File: config.mk
export PLATFORM = sky130hd
export DESIGN_NAME = factorial_engine
export DESIGN_NICKNAME = d
export VERILOG_FILES = /design/src/rtl/fact_pkg.sv /design/src/rtl/factorial_engine_shift_mul.sv /design/src/rtl/factorial_engine.sv
export SDC_FILE = /design/constraint.sdc
export NUM_CORES = 1
export LEC_CHECK = 0
export ABC_CLOCK_PERIOD_IN_PS = 7600
export BUFFER_PORTS_ARGS = -buffer_cell sky130_fd_sc_hd__buf_2
export CAP_MARGIN = 10
export CORE_ASPECT_RATIO = 0.6
export CORE_MARGIN = 2
export CORE_UTILIZATION = 40
export DETAILED_ROUTE_END_ITERATION = 16
export PLACE_DENSITY = 0.69
export SLEW_MARGIN = 0
export SYNTH_ARGS = -nofsm -noshare
export SYNTH_HDL_FRONTEND = slang
export SYNTH_SLANG_ARGS = --single-unit
export TNS_END_PERCENT = 20
File: constraint.sdc
create_clock -name clk -period 7.6 [get_ports clk]
set_input_delay 1.14 -clock clk [delete_from_list [all_inputs] [get_ports clk]]
set_output_delay 1.14 -clock clk [all_outputs]
set_load 0.02 [all_outputs]
File: src/rtl/fact_pkg.sv
// Shared definitions for the factorial engine.
//   FACT_DATA_W / FACT_N_W / FACT_MAX_N : default result width, operand width and
//                                         largest operand whose factorial fits.
//   state_t                             : control FSM encoding (also exported on debugcs).
//   FACT_TABLE                          : 0!..12! reference values.
package fact_pkg;

   localparam int FACT_DATA_W = 32;
   localparam int FACT_N_W    = 4;
   localparam int FACT_MAX_N  = 12;

   typedef enum logic [3:0] {
      S_IDLE  = 4'd0,
      S_MUL   = 4'd1,
      S_DONE  = 4'd2,
      S_MSTEP = 4'd3
   } state_t;

   localparam logic [31:0] FACT_TABLE [0:12] = '{
      32'd1,        32'd1,         32'd2,        32'd6,
      32'd24,       32'd120,       32'd720,      32'd5040,
      32'd40320,    32'd362880,    32'd3628800,  32'd39916800,
      32'd479001600
   };

endpackage

File: src/rtl/factorial_engine_shift_mul.sv
// fact_shift_mul: iterative shift-add multiplier, one multiplier bit per cycle.
// Only built when FACT_ITER_MUL_EN is defined; in the default build this file is empty.
// Ports:
//   clk, reset   : clock, asynchronous active-high reset
//   start        : one-cycle pulse; captures mcand/mplier and consumes multiplier bit 0
//   mcand        : DATA_W-bit multiplicand (the accumulator)
//   mplier       : N_W-bit multiplier (the down-counter), examined LSB-first
//   ack          : high in the cycle the last multiplier bit is consumed
//   product      : low DATA_W bits of mcand*mplier, valid while ack=1
`ifdef FACT_ITER_MUL_EN
module fact_shift_mul #(
   parameter int DATA_W = 32,
   parameter int N_W    = 4
) (
   input  logic              clk,
   input  logic              reset,
   input  logic              start,
   input  logic [DATA_W-1:0] mcand,
   input  logic [N_W-1:0]    mplier,
   output logic              ack,
   output logic [DATA_W-1:0] product
);

   localparam int CW = $clog2(N_W + 1);

   logic [DATA_W-1:0] partial;
   logic [DATA_W-1:0] mcand_sh;
   logic [N_W-1:0]    mpl_rem;
   logic [CW-1:0]     bits_left;
   logic              active;
   logic [DATA_W-1:0] partial_nxt;

   // Bit 0 is folded in on the start edge so a full step takes exactly N_W edges.
   assign partial_nxt = partial + (mpl_rem[0] ? mcand_sh : '0);
   assign ack         = active && (bits_left == CW'(1));
   assign product     = partial_nxt;

   always_ff @(posedge clk or posedge reset) begin
      if (reset) begin
         partial   <= '0;
         mcand_sh  <= '0;
         mpl_rem   <= '0;
         bits_left <= '0;
         active    <= 1'b0;
      end else if (start) begin
         partial   <= mplier[0] ? mcand : '0;
         mcand_sh  <= mcand << 1;
         mpl_rem   <= mplier >> 1;
         bits_left <= CW'(N_W - 1);
         active    <= 1'b1;
      end else if (active) begin
         partial   <= partial_nxt;
         mcand_sh  <= mcand_sh << 1;
         mpl_rem   <= mpl_rem >> 1;
         bits_left <= bits_left - CW'(1);
         if (bits_left == CW'(1)) active <= 1'b0;
      end
   end

endmodule
`endif

File: src/rtl/factorial_engine.sv
// factorial_engine: sequential n! core behind the memory-mapped factorial accelerator.
// Optional build macro FACT_ITER_MUL_EN: replaces the single-cycle multiply with the
// fact_shift_mul shift-add unit (state MSTEP, N_W cycles per multiply step).
// Ports:
//   clk, reset : clock, asynchronous active-high reset
//   go         : start pulse, accepted in IDLE or DONE
//   n          : operand, sampled on the accepting edge
//   done       : one-cycle completion pulse
//   result     : n! mod 2^DATA_W, stable from done until the next accepted go
//   err        : n > MAX_N, set on acceptance and held until the next accepted go
//   busy       : computation in progress
//   debugcs    : current state encoding
//
// state | meaning
// IDLE  | waiting for go
// MUL   | one multiply step per cycle (or launch of an iterative step)
// DONE  | done pulse; go here is accepted like in IDLE
// MSTEP | iterative multiply in flight (FACT_ITER_MUL_EN only)
module factorial_engine
   import fact_pkg::*;
#(
   parameter int DATA_W = FACT_DATA_W,
   parameter int N_W    = FACT_N_W,
   parameter int MAX_N  = FACT_MAX_N
) (
   input  logic              clk,
   input  logic              reset,
   input  logic              go,
   input  logic [N_W-1:0]    n,
   output logic              done,
   output logic [DATA_W-1:0] result,
   output logic              err,
   output logic              busy,
   output logic [3:0]        debugcs
);

   state_t            state, state_nxt;
   logic [DATA_W-1:0] acc, acc_nxt;
   logic [N_W-1:0]    cnt, cnt_nxt;
   logic              err_q, err_nxt;

`ifdef FACT_ITER_MUL_EN
   logic              mul_start;
   logic              mul_ack;
   logic [DATA_W-1:0] mul_product;

   fact_shift_mul #(
      .DATA_W (DATA_W),
      .N_W    (N_W)
   ) u_mul (
      .clk     (clk),
      .reset   (reset),
      .start   (mul_start),
      .mcand   (acc),
      .mplier  (cnt),
      .ack     (mul_ack),
      .product (mul_product)
   );
`endif

   always_ff @(posedge clk or posedge reset) begin
      if (reset) begin
         state <= S_IDLE;
         acc   <= '0;
         cnt   <= '0;
         err_q <= 1'b0;
      end else begin
         state <= state_nxt;
         acc   <= acc_nxt;
         cnt   <= cnt_nxt;
         err_q <= err_nxt;
      end
   end

   always_comb begin
      state_nxt = state;
      acc_nxt   = acc;
      cnt_nxt   = cnt;
      err_nxt   = err_q;
`ifdef FACT_ITER_MUL_EN
      mul_start = 1'b0;
`endif
      case (state)
         S_IDLE, S_DONE: begin
            if (go) begin
               acc_nxt   = DATA_W'(1);
               cnt_nxt   = n;
               err_nxt   = (int'(n) > MAX_N);
               state_nxt = S_MUL;
            end else begin
               state_nxt = S_IDLE;
            end
         end
         S_MUL: begin
            // cnt of 0 or 1 contributes nothing further to the product.
            if (cnt <= N_W'(1)) begin
               state_nxt = S_DONE;
            end else begin
`ifdef FACT_ITER_MUL_EN
               mul_start = 1'b1;
               state_nxt = S_MSTEP;
`else
               acc_nxt   = acc * DATA_W'(cnt);
               cnt_nxt   = cnt - N_W'(1);
`endif
            end
         end
         S_MSTEP: begin
`ifdef FACT_ITER_MUL_EN
            if (mul_ack) begin
               acc_nxt   = mul_product;
               cnt_nxt   = cnt - N_W'(1);
               state_nxt = S_MUL;
            end
`else
            state_nxt = S_IDLE;
`endif
         end
         default: state_nxt = S_IDLE;
      endcase
   end

   assign done    = (state == S_DONE);
   assign busy    = (state == S_MUL) || (state == S_MSTEP);
   assign result  = acc;
   assign err     = err_q;
   assign debugcs = state;

endmodule
==> summary.txt, run 1 <==
Floorplan
  • Initial core utilization: 40.8%
  • Die Ht: 95.1 um
  • Total I/O pin count: 46
  • Chip Width: 156 um
  • Die area: ~15000 sq um
  • Number of core rows: 33
  • Core area: around 14000 sq um

Run
  • Number of max-cap violations: 0

Placed design
  • Hpwl dp: 10300 um
  • Port buffer count: 43
  • Routability Congestion: 0.875

Critical path
  • Setup crit start: cnt[2]
  • Delay-heaviest family, CP: adder cells
  • Crit path cell chain: nand2_1 > fa_1 > fa_1 > inv_1 > fa_1 > a211oi_1 > o21ai_0 > a21oi_1 > o21ai_0 > a41oi_1 > xor2_1 > o21ai_0
  • Crit start category: flop
  • CP Capture Type: flop
  • Slowest cell delay on critical path: 1070 ps
  • Worst Path Required: 7760 ps
  • CP bufs+invs: 1
  • Crit-path slowest cell: dfrtp_1
  • Crit path arrival time: 4660 ps
  • Crit Path Class: reg -> reg
  • Reg-to-Reg Start: cnt[2]
  • CP max FO: 35

Synthesis
  • Most used DFF post-synth: dfrtp_1
  • Cells after synthesis: 700
  • Mapped Area: roughly 5500 sq um
  • Asr flop ratio synth: between 90% and 100%
  • Yosys cell types: 51
  • Post-synth EDFFs: 0
  • Mean post-synth cell area: 7.91 sq um
  • Synth Register Bits: 39
  • Yosys Warn Count: 0
  • Register area share after synthesis: between 10% and 20%

Finish
  • Most common cell after layout, fill and taps aside: inv_1
  • NumNets Final: 819
  • Area Growth Syn to Fin: 8.70%
  • Commonest non-fill, non-tap cells in the layout: inv_1 (123), and2_1 (90), nand2_1 (71)
  • Antenna diode count: 0
  • Fraction of final layout cells sized beyond drive strength 1: 8.86%
  • Final-layout fill cell count: 1372

Min path
  • Hold path start: err
  • Hold Crit Class: reg -> reg

Status
  • Status: complete, no violations

Timing
  • Final setup vio count: 0
  • Max-slew violation count: 0
  • RSZ-0062 raised after global routing: no
  • Fmax: 222 MHz
  • Slew @ Worst Pin: 1160 ps
  • Final Hold Vio Count: 0
  • Final Skew: 8.77 ps
  • Min Clock Period, post-route: 4500 ps
  • Worst slew margin: 22.6%
  • Setup TNS: 0 ps
  • Tcrit/Tclk final: 59.2%

Clock tree
  • Clk_lat worst skew: 290 ps
  • Clk slew on worst S/H paths: 70 ps
  • Root buffer cell: clkbuf_16
  • Setup Buffers After CTS: 0
  • H-tree lvl count: 2
  • CTS buffer count: 5
  • CTS resizes: 0
  • CTS tree: done
  • Post-CTS Hold Buffers: 0
  • CTS sink count: 39
  • Clock buffer depth: 2

Routing
  • DRT Wirelength: about 14000 um
  • Routed vias/inst: 5.24
  • WL per Instance: 15.5 um
  • DRT antenna net count: 0
  • Pre-Repair DR Iteration Count: 5
  • Starting DRC count in detailed routing: 378
  • Routed via count: 4704
  • Drc violations: 0

GRT
  • Total track usage: between 20% and 30%
  • Vias in the first global route: 4509
  • Largest net degree at the start of global routing: 42
  • Initial antenna violation count: 0
  • Global-route wire length before repair: 23800 um
  • GRT overflow: 0
-- synth_stat cells, drive strengths merged (9+ instances only) --
cell	n	area [sq um]
clkbuf	25	93.8
a21o	13	97.6
nand3	21	105
xor2	10	87.6
nand2	71	267
dfrtp	39	976
o21ai	44	220
and2	90	563
nor2	30	115
inv	123	462
ha	34	425
fa	57	1140
nand4	9	68.8
xnor2	17	149
a21oi	37	196
-- worst paths after layout --
check                                   to  slack, ps  depth (start not counted)
worst max-delay path            result[16]       3100                         12
worst min register to register         err        500                          2
worst max register to register  result[16]       3100                         12
worst min-delay path                   err        500                          2
min in group asynchronous        result[8]        980                          3
max in group asynchronous        result[1]       6250                          3
-- metrics by stage --
stage	hold WS [ps]	utilization [%]	worst slack (ps)	cells	cell area (sq um)
global placement	467	43.1	3200	889	5860
global route	558	44.3	2660	897	6020
finish	503	44.3	3100	897	6020
floorplan	590	-	3840	701	5540
detailed placement	481	43.1	3120	889	5860
CTS	497	44.3	3120	897	6020
-- metal layers --
layer  track usage (%)  share of wire, %  up-vias
met1              33.5                56     2275
met4              2.37              0.43        0
li1                  -                 -     2271
met3              3.41               6.2       10
met2              27.4                38      148
met5                 0                 0        -
-- sequential cells by signal (all words and copies together) (netlist names) --
register and flops:
debugcs 2, cnt 4, err 1, result 32
-- worst register-to-register path: stages (launching register included) --
cell	delay, ps
dfrtp_1	1070
nand2_1	180
fa_1	540
fa_1	550
inv_1	70
fa_1	480
a211oi_1	340
o21ai_0	150
a21oi_1	300
o21ai_0	190
a41oi_1	280
xor2_1	150
o21ai_0	80
-- final cells by class --
type	instances	area (sq um)	share of cell area [%]
inverter	123	462	7.67
tap	175	219	3.64
timing repair buffer	46	238	3.95
clock inverter	1	7.51	0.125
sequential	39	976	16.2
multi-input combinational	506	3970	65.9
clock buffer	7	153	2.54
-- kinds of logic (layout without fill, tap and decap cells) --
group / count (synthesis) / count (layout) / share of synthesized area, %
simple gates: 251 / 251 / 23.7
mux: 2 / 2 / 0.362
fa+ha+maj: 91 / 91 / 28.3
compound gates: 133 / 133 / 14.9
xor+xnor: 27 / 27 / 4.27
other cells: 1 / 2 / 0.0677
flops: 39 / 39 / 17.6
buf+inv: 156 / 177 / 10.8
Power of run 1 is not shown: default switching activity piles up to over one toggle a cycle in this logic, so the estimate is an artifact.
==> run 2: changes to the inputs <==
ABC_CLOCK_PERIOD_IN_PS = 4500   (was 7600)
clock period = 4.5 ns   (was 7.6 ns; I/O delays follow)
==> summary.txt, run 2 (same netlist as run 1, synthesis figures left out) <==
Min path
  • Worst hold stages: 2 (unchanged)
  • Hold Crit Class: reg -> reg (unchanged)

Routing
  • Routed via count: 4690 (was 4704)
  • Pre-Repair DR Iteration Count: 5 (unchanged)
  • DRT Wirelength: 14200 um (was 13900 um)
  • Starting DRC count in detailed routing: 398 (was 378)
  • Drc violations: 0 (unchanged)
  • DRT antenna net count: 0 (unchanged)
  • WL per Instance: 15.7 um (was 15.5 um)
  • Routed vias/inst: 5.19 (was 5.24)

Timing
  • Min Clock Period, post-route: 4230 ps (was 4500 ps)
  • Final Hold Vio Count: 0 (unchanged)
  • RSZ-0062 raised after global routing: no (unchanged)
  • Slew @ Worst Pin: 1140 ps (was 1160 ps)
  • Worst hold slack: 512 ps (was 503 ps)
  • Worst slew margin: 24.1% (was 22.6%)
  • Setup TNS: 0 ps (unchanged)
  • Fmax: 236 MHz (was 222 MHz)
  • Tcrit/Tclk final: 94.1% (was 59.2%)
  • PnR worst setup slack: 267 ps (was 3100 ps)
  • Max-slew violation count: 0 (unchanged)
  • Final Skew: 7.66 ps (was 8.77 ps)
  • Final setup vio count: 0 (unchanged)

Run
  • Number of max-cap violations: 0 (unchanged)

Clock tree
  • Clk_lat worst skew: 300 ps (was 290 ps)
  • Clock buffer depth: 2 (unchanged)
  • CTS tree: done (unchanged)
  • Post-CTS Hold Buffers: 0 (unchanged)
  • Clk slew on worst S/H paths: 70 ps (about the same)
  • Setup Buffers After CTS: 0 (unchanged)
  • CTS sink count: 39 (unchanged)
  • H-tree lvl count: 2 (unchanged)
  • Root buffer cell: clkbuf_16 (unchanged)
  • CTS buffer count: 5 (unchanged)

Floorplan
  • Die Ht: 95.1 um (unchanged)
  • Die area: 14800 sq um (unchanged)
  • Initial core utilization: 40.8% (unchanged)
  • Number of core rows: 33 (unchanged)
  • Core area: 13600 sq um (unchanged)
  • Chip Width: 156 um (unchanged)
  • Total I/O pin count: 46 (unchanged)

Finish
  • NumNets Final: 826 (was 819)
  • Fraction of final layout cells sized beyond drive strength 1: 10.0% (was 8.86%)
  • Most common cell after layout, fill and taps aside: inv_1 (unchanged)
  • Max reg flops: 32 (unchanged)
  • Commonest non-fill, non-tap cells in the layout: inv_1 (123), and2_1 (90), nand2_1 (71) (unchanged)
  • Area Growth Syn to Fin: 9.94% (was 8.70%)
  • Antenna diode count: 0 (unchanged)
  • Final-layout fill cell count: 1346 (was 1372)
  • Non-filler instance count after layout: 904 (was 897)
  • Sequential cell area: 978 sq um (was 976 sq um)
  • Area of the multi-input gates: 3970 sq um (unchanged)

Critical path
  • CP max FO: 15 (was 35)
  • CP Capture Type: flop (unchanged)
  • Cell count of the worst reg-to-reg path: 13 (was 12)
  • Crit Path Class: reg -> reg (unchanged)
  • Crit start category: flop (unchanged)
  • Worst Path Required: 4720 ps (was 7760 ps)
  • Crit path arrival time: 4460 ps (was 4660 ps)

Placed design
  • Hpwl dp: 10800 um (was 10300 um)
  • Setup Slack @ Placement: 305 ps (was 3120 ps)
  • Port buffer count: 43 (unchanged)
  • Routability Congestion: 0.901 (was 0.875)
  • Inst Count DP: 896 (was 889)

GRT
  • Largest net degree at the start of global routing: 42 (unchanged)
  • Total track usage: 20.5% (was 20.2%)
  • Initial antenna violation count: 0 (unchanged)
  • Vias in the first global route: 4466 (was 4509)
  • GRT overflow: 0 (unchanged)
  • Global-route wire length before repair: 24000 um (was 23800 um)

Status
  • Status: complete, no violations (unchanged)
-- run 2: critical path: stages, from the launching register on --
cell and delay (ps):
dfrtp_1 580, buf_4 310, and2_1 160, fa_1 490
inv_1 60, fa_1 540, inv_1 60, ha_1 430
nand4_2 160, or3_1 390, a211oi_2 200, o22ai_1 160
or4_1 510, nand4_1 110
-- run 2: through the flow --
step / area (sq um) / utilization (%)
6_report: 6090 / 44.8
4_1_cts: 6090 / 44.8
3_5_place_dp: 5910 / 43.5
5_1_grt: 6090 / 44.8
2_1_floorplan: 5540 / -
3_3_place_gp: 5910 / 43.5
-- run 2: what timing repair did --
item | in CTS | in global routing
endpoints found under the hold margin | 0 | 0
setup endpoints to repair | 0 | 4
resized for setup | 0 | 2
-- run 2: final cells by class --
class / instances / area share [%]
multi-input cells: 506 / 65.1
clock inverters: 2 / 0.575
flip-flops and latches: 39 / 16.1
clock buffers: 6 / 2.28
repair buffers: 53 / 4.77
well taps: 175 / 3.60
inverters: 123 / 7.58
-- run 2: final timing paths --
kind,from,endpoint,slack [ps]
max,cnt[1],result[30],270
min,err,err,510
max reg2reg,cnt[1],result[30],270
min reg2reg,err,err,510
max in group asynchronous,reset,cnt[3],3580
min in group asynchronous,reset,result[5],520
-- run 2: routing by layer --
layer	share of wire (%)	up-vias	track usage, %
li1	-	2283	-
met1	56	2258	33.7
met2	37	136	27.9
met3	5.8	13	3.45
met4	0.83	0	3.36
met5	0	-	0
Power of run 2 is left out for the same reason.
==> run 3: changes to the inputs <==
BUFFER_PORTS_ARGS = unset   (was -buffer_cell sky130_fd_sc_hd__buf_2)
DONT_BUFFER_PORTS = 1   (was unset)
PLACE_DENSITY = 0.66   (was 0.69)
==> summary.txt, run 3 (same netlist as run 1, synthesis figures left out) <==
Finish
  • Non-filler instance count after layout: 863 (was 904)
  • Fraction of final layout cells sized beyond drive strength 1: 4.51% (was 10.0%)
  • Max reg flops: 32 (unchanged)
  • Commonest non-fill, non-tap cells in the layout: inv_1 (122), and2_1 (90), nand2_1 (71) (was inv_1 (123), and2_1 (90), nand2_1 (71))
  • Most common cell after layout, fill and taps aside: inv_1 (unchanged)
  • Area Growth Syn to Fin: 6.60% (was 9.94%)
  • NumNets Final: 785 (was 826)
  • Antenna diode count: 0 (unchanged)

Critical path
  • Worst reg2reg endpoint: result[30] (unchanged)
  • Reg-to-Reg Start: cnt[1] (unchanged)
  • Crit path cell chain: buf_4 > and2_1 > fa_1 > inv_1 > fa_1 > inv_1 > ha_1 > nand4_2 > or3_1 > a211oi_2 > o22ai_1 > or4_1 > nand4_1 (unchanged)
  • Crit path arrival time: 4430 ps (was 4460 ps)
  • Crit-path slowest cell: dfrtp_1 (unchanged)
  • Crit Path Class: reg -> reg (unchanged)
  • Slowest cell delay on critical path: 550 ps (was 580 ps)
  • CP bufs+invs: 3 (unchanged)
  • Worst Path Required: 4730 ps (was 4720 ps)
  • Cell count of the worst reg-to-reg path: 13 (unchanged)
  • CP max FO: 20 (was 15)
  • Crit start category: flop (unchanged)
  • Delay-heaviest family, CP: adder cells (unchanged)
  • CP Capture Type: flop (unchanged)
  • R2r setup slk: 290 ps (was 270 ps)

Timing
  • Fmax: 238 MHz (was 236 MHz)
  • Final Skew: 9.77 ps (was 7.66 ps)
  • Worst slew margin: 24.9% (was 24.1%)
  • Max-slew violation count: 0 (unchanged)
  • Setup TNS: 0 ps (unchanged)
  • Slew @ Worst Pin: 1130 ps (was 1140 ps)
  • RSZ-0062 raised after global routing: no (unchanged)
  • Final setup vio count: 0 (unchanged)
  • Min Clock Period, post-route: 4210 ps (was 4230 ps)
  • Tcrit/Tclk final: 93.5% (was 94.1%)
  • Final Hold Vio Count: 0 (unchanged)

Clock tree
  • CTS buffer count: 5 (unchanged)
  • H-tree lvl count: 2 (unchanged)
  • Clk slew on worst S/H paths: 70 ps (about the same)
  • Clock buffer depth: 2 (unchanged)
  • CTS sink count: 39 (unchanged)
  • CTS tree: done (unchanged)
  • Clk_lat worst skew: 290 ps (was 300 ps)
  • Root buffer cell: clkbuf_16 (unchanged)

GRT
  • Largest net degree at the start of global routing: 42 (unchanged)
  • Initial antenna violation count: 0 (unchanged)
  • GRT overflow: 0 (unchanged)
  • Global-route wire length before repair: 24400 um (was 24000 um)
  • Total track usage: 20.9% (was 20.5%)
  • Vias in the first global route: 4428 (was 4466)

Floorplan
  • Total I/O pin count: 46 (unchanged)
  • Chip Width: 156 um (unchanged)
  • Die area: 14800 sq um (unchanged)
  • Core area: 13600 sq um (unchanged)
  • Number of core rows: 33 (unchanged)
  • Die Ht: 95.1 um (unchanged)
  • Initial core utilization: 40.8% (unchanged)

Run
  • Number of max-cap violations: 0 (unchanged)

Placed design
  • Routability Congestion: 0.897 (was 0.901)
  • Hpwl dp: 11100 um (was 10800 um)
  • Inst Count DP: 855 (was 896)
  • Port buffer count: 0 (was 43)

Routing
  • Routed via count: 4550 (was 4690)
  • Routed vias/inst: 5.27 (was 5.19)
  • DRT antenna net count: 0 (unchanged)
  • Pre-Repair DR Iteration Count: 5 (unchanged)
  • WL per Instance: 16.7 um (was 15.7 um)
  • Drc violations: 0 (unchanged)
  • Starting DRC count in detailed routing: 460 (was 398)
  • DRT Wirelength: 14400 um (was 14200 um)

Min path
  • Hold Crit Class: in -> async (was reg -> reg)

Status
  • Status: complete, no violations (unchanged)
run 3: cell types whose count changed in the layout (fill, tap and decap cells not counted), sizes merged:
cell,previous run,this run
buf,53,12
bufinv,1,2
inv,123,122
run 3: final cells by class:
type,count,area (sq um)
sequential,39,978
clock buffer,6,129
tap,175,219
inverter,123,462
fill,1367,7680
clock inverter,2,60.1
multi-input combinational,506,3970
timing repair buffer,12,90.1
run 3: how the worst max path moves through the flow:
stage            from          to  cells past startpoint
2_1_floorplan  cnt[2]  result[29]                     15
3_3_place_gp   cnt[2]  result[30]                     13
3_5_place_dp   cnt[2]  result[30]                     13
4_1_cts        cnt[2]  result[30]                     13
5_1_grt        cnt[1]  result[24]                     15
6_report       cnt[1]  result[30]                     13
run 3: what timing repair did:
item / CTS / global route
hold buffers: 0 / 0
endpoints found under the setup margin: 0 / 1
resized for setup: 0 / 3
setup buffers: 0 / 0
run 3: worst reg2reg max path, cell delays in order (launching register included):
cell and delay (ps):
dfrtp_1 550, buf_4 310, and2_1 180, fa_1 470
inv_1 60, fa_1 540, inv_1 50, ha_1 430
nand4_2 180, or3_1 390, a211oi_2 220, o22ai_1 170
or4_1 500, nand4_1 100
run 3: per-layer routing:
layer | up-vias | track usage, % | routed length [um] | share of wire, %
met3 | 4 | 6.18 | 1300 | 9.0
met5 | - | 0 | 0 | 0
met1 | 2200 | 33.4 | 7690 | 53
met2 | 142 | 28.2 | 5360 | 37
met4 | 0 | 1.91 | 46 | 0.32
li1 | 2204 | - | - | -
run 3: through the flow:
step	util, %	setup WS (ps)	hold WS [ps]	cell area, sq um
after floorplan	-	738	590	5540
after CTS	43.4	233	426	5900
after global placement	42.0	344	632	5710
after detailed placement	42.0	253	642	5710
final	43.5	291	400	5900
after global routing	43.5	35.6	463	5900
Power of run 3 is left out for the same reason.
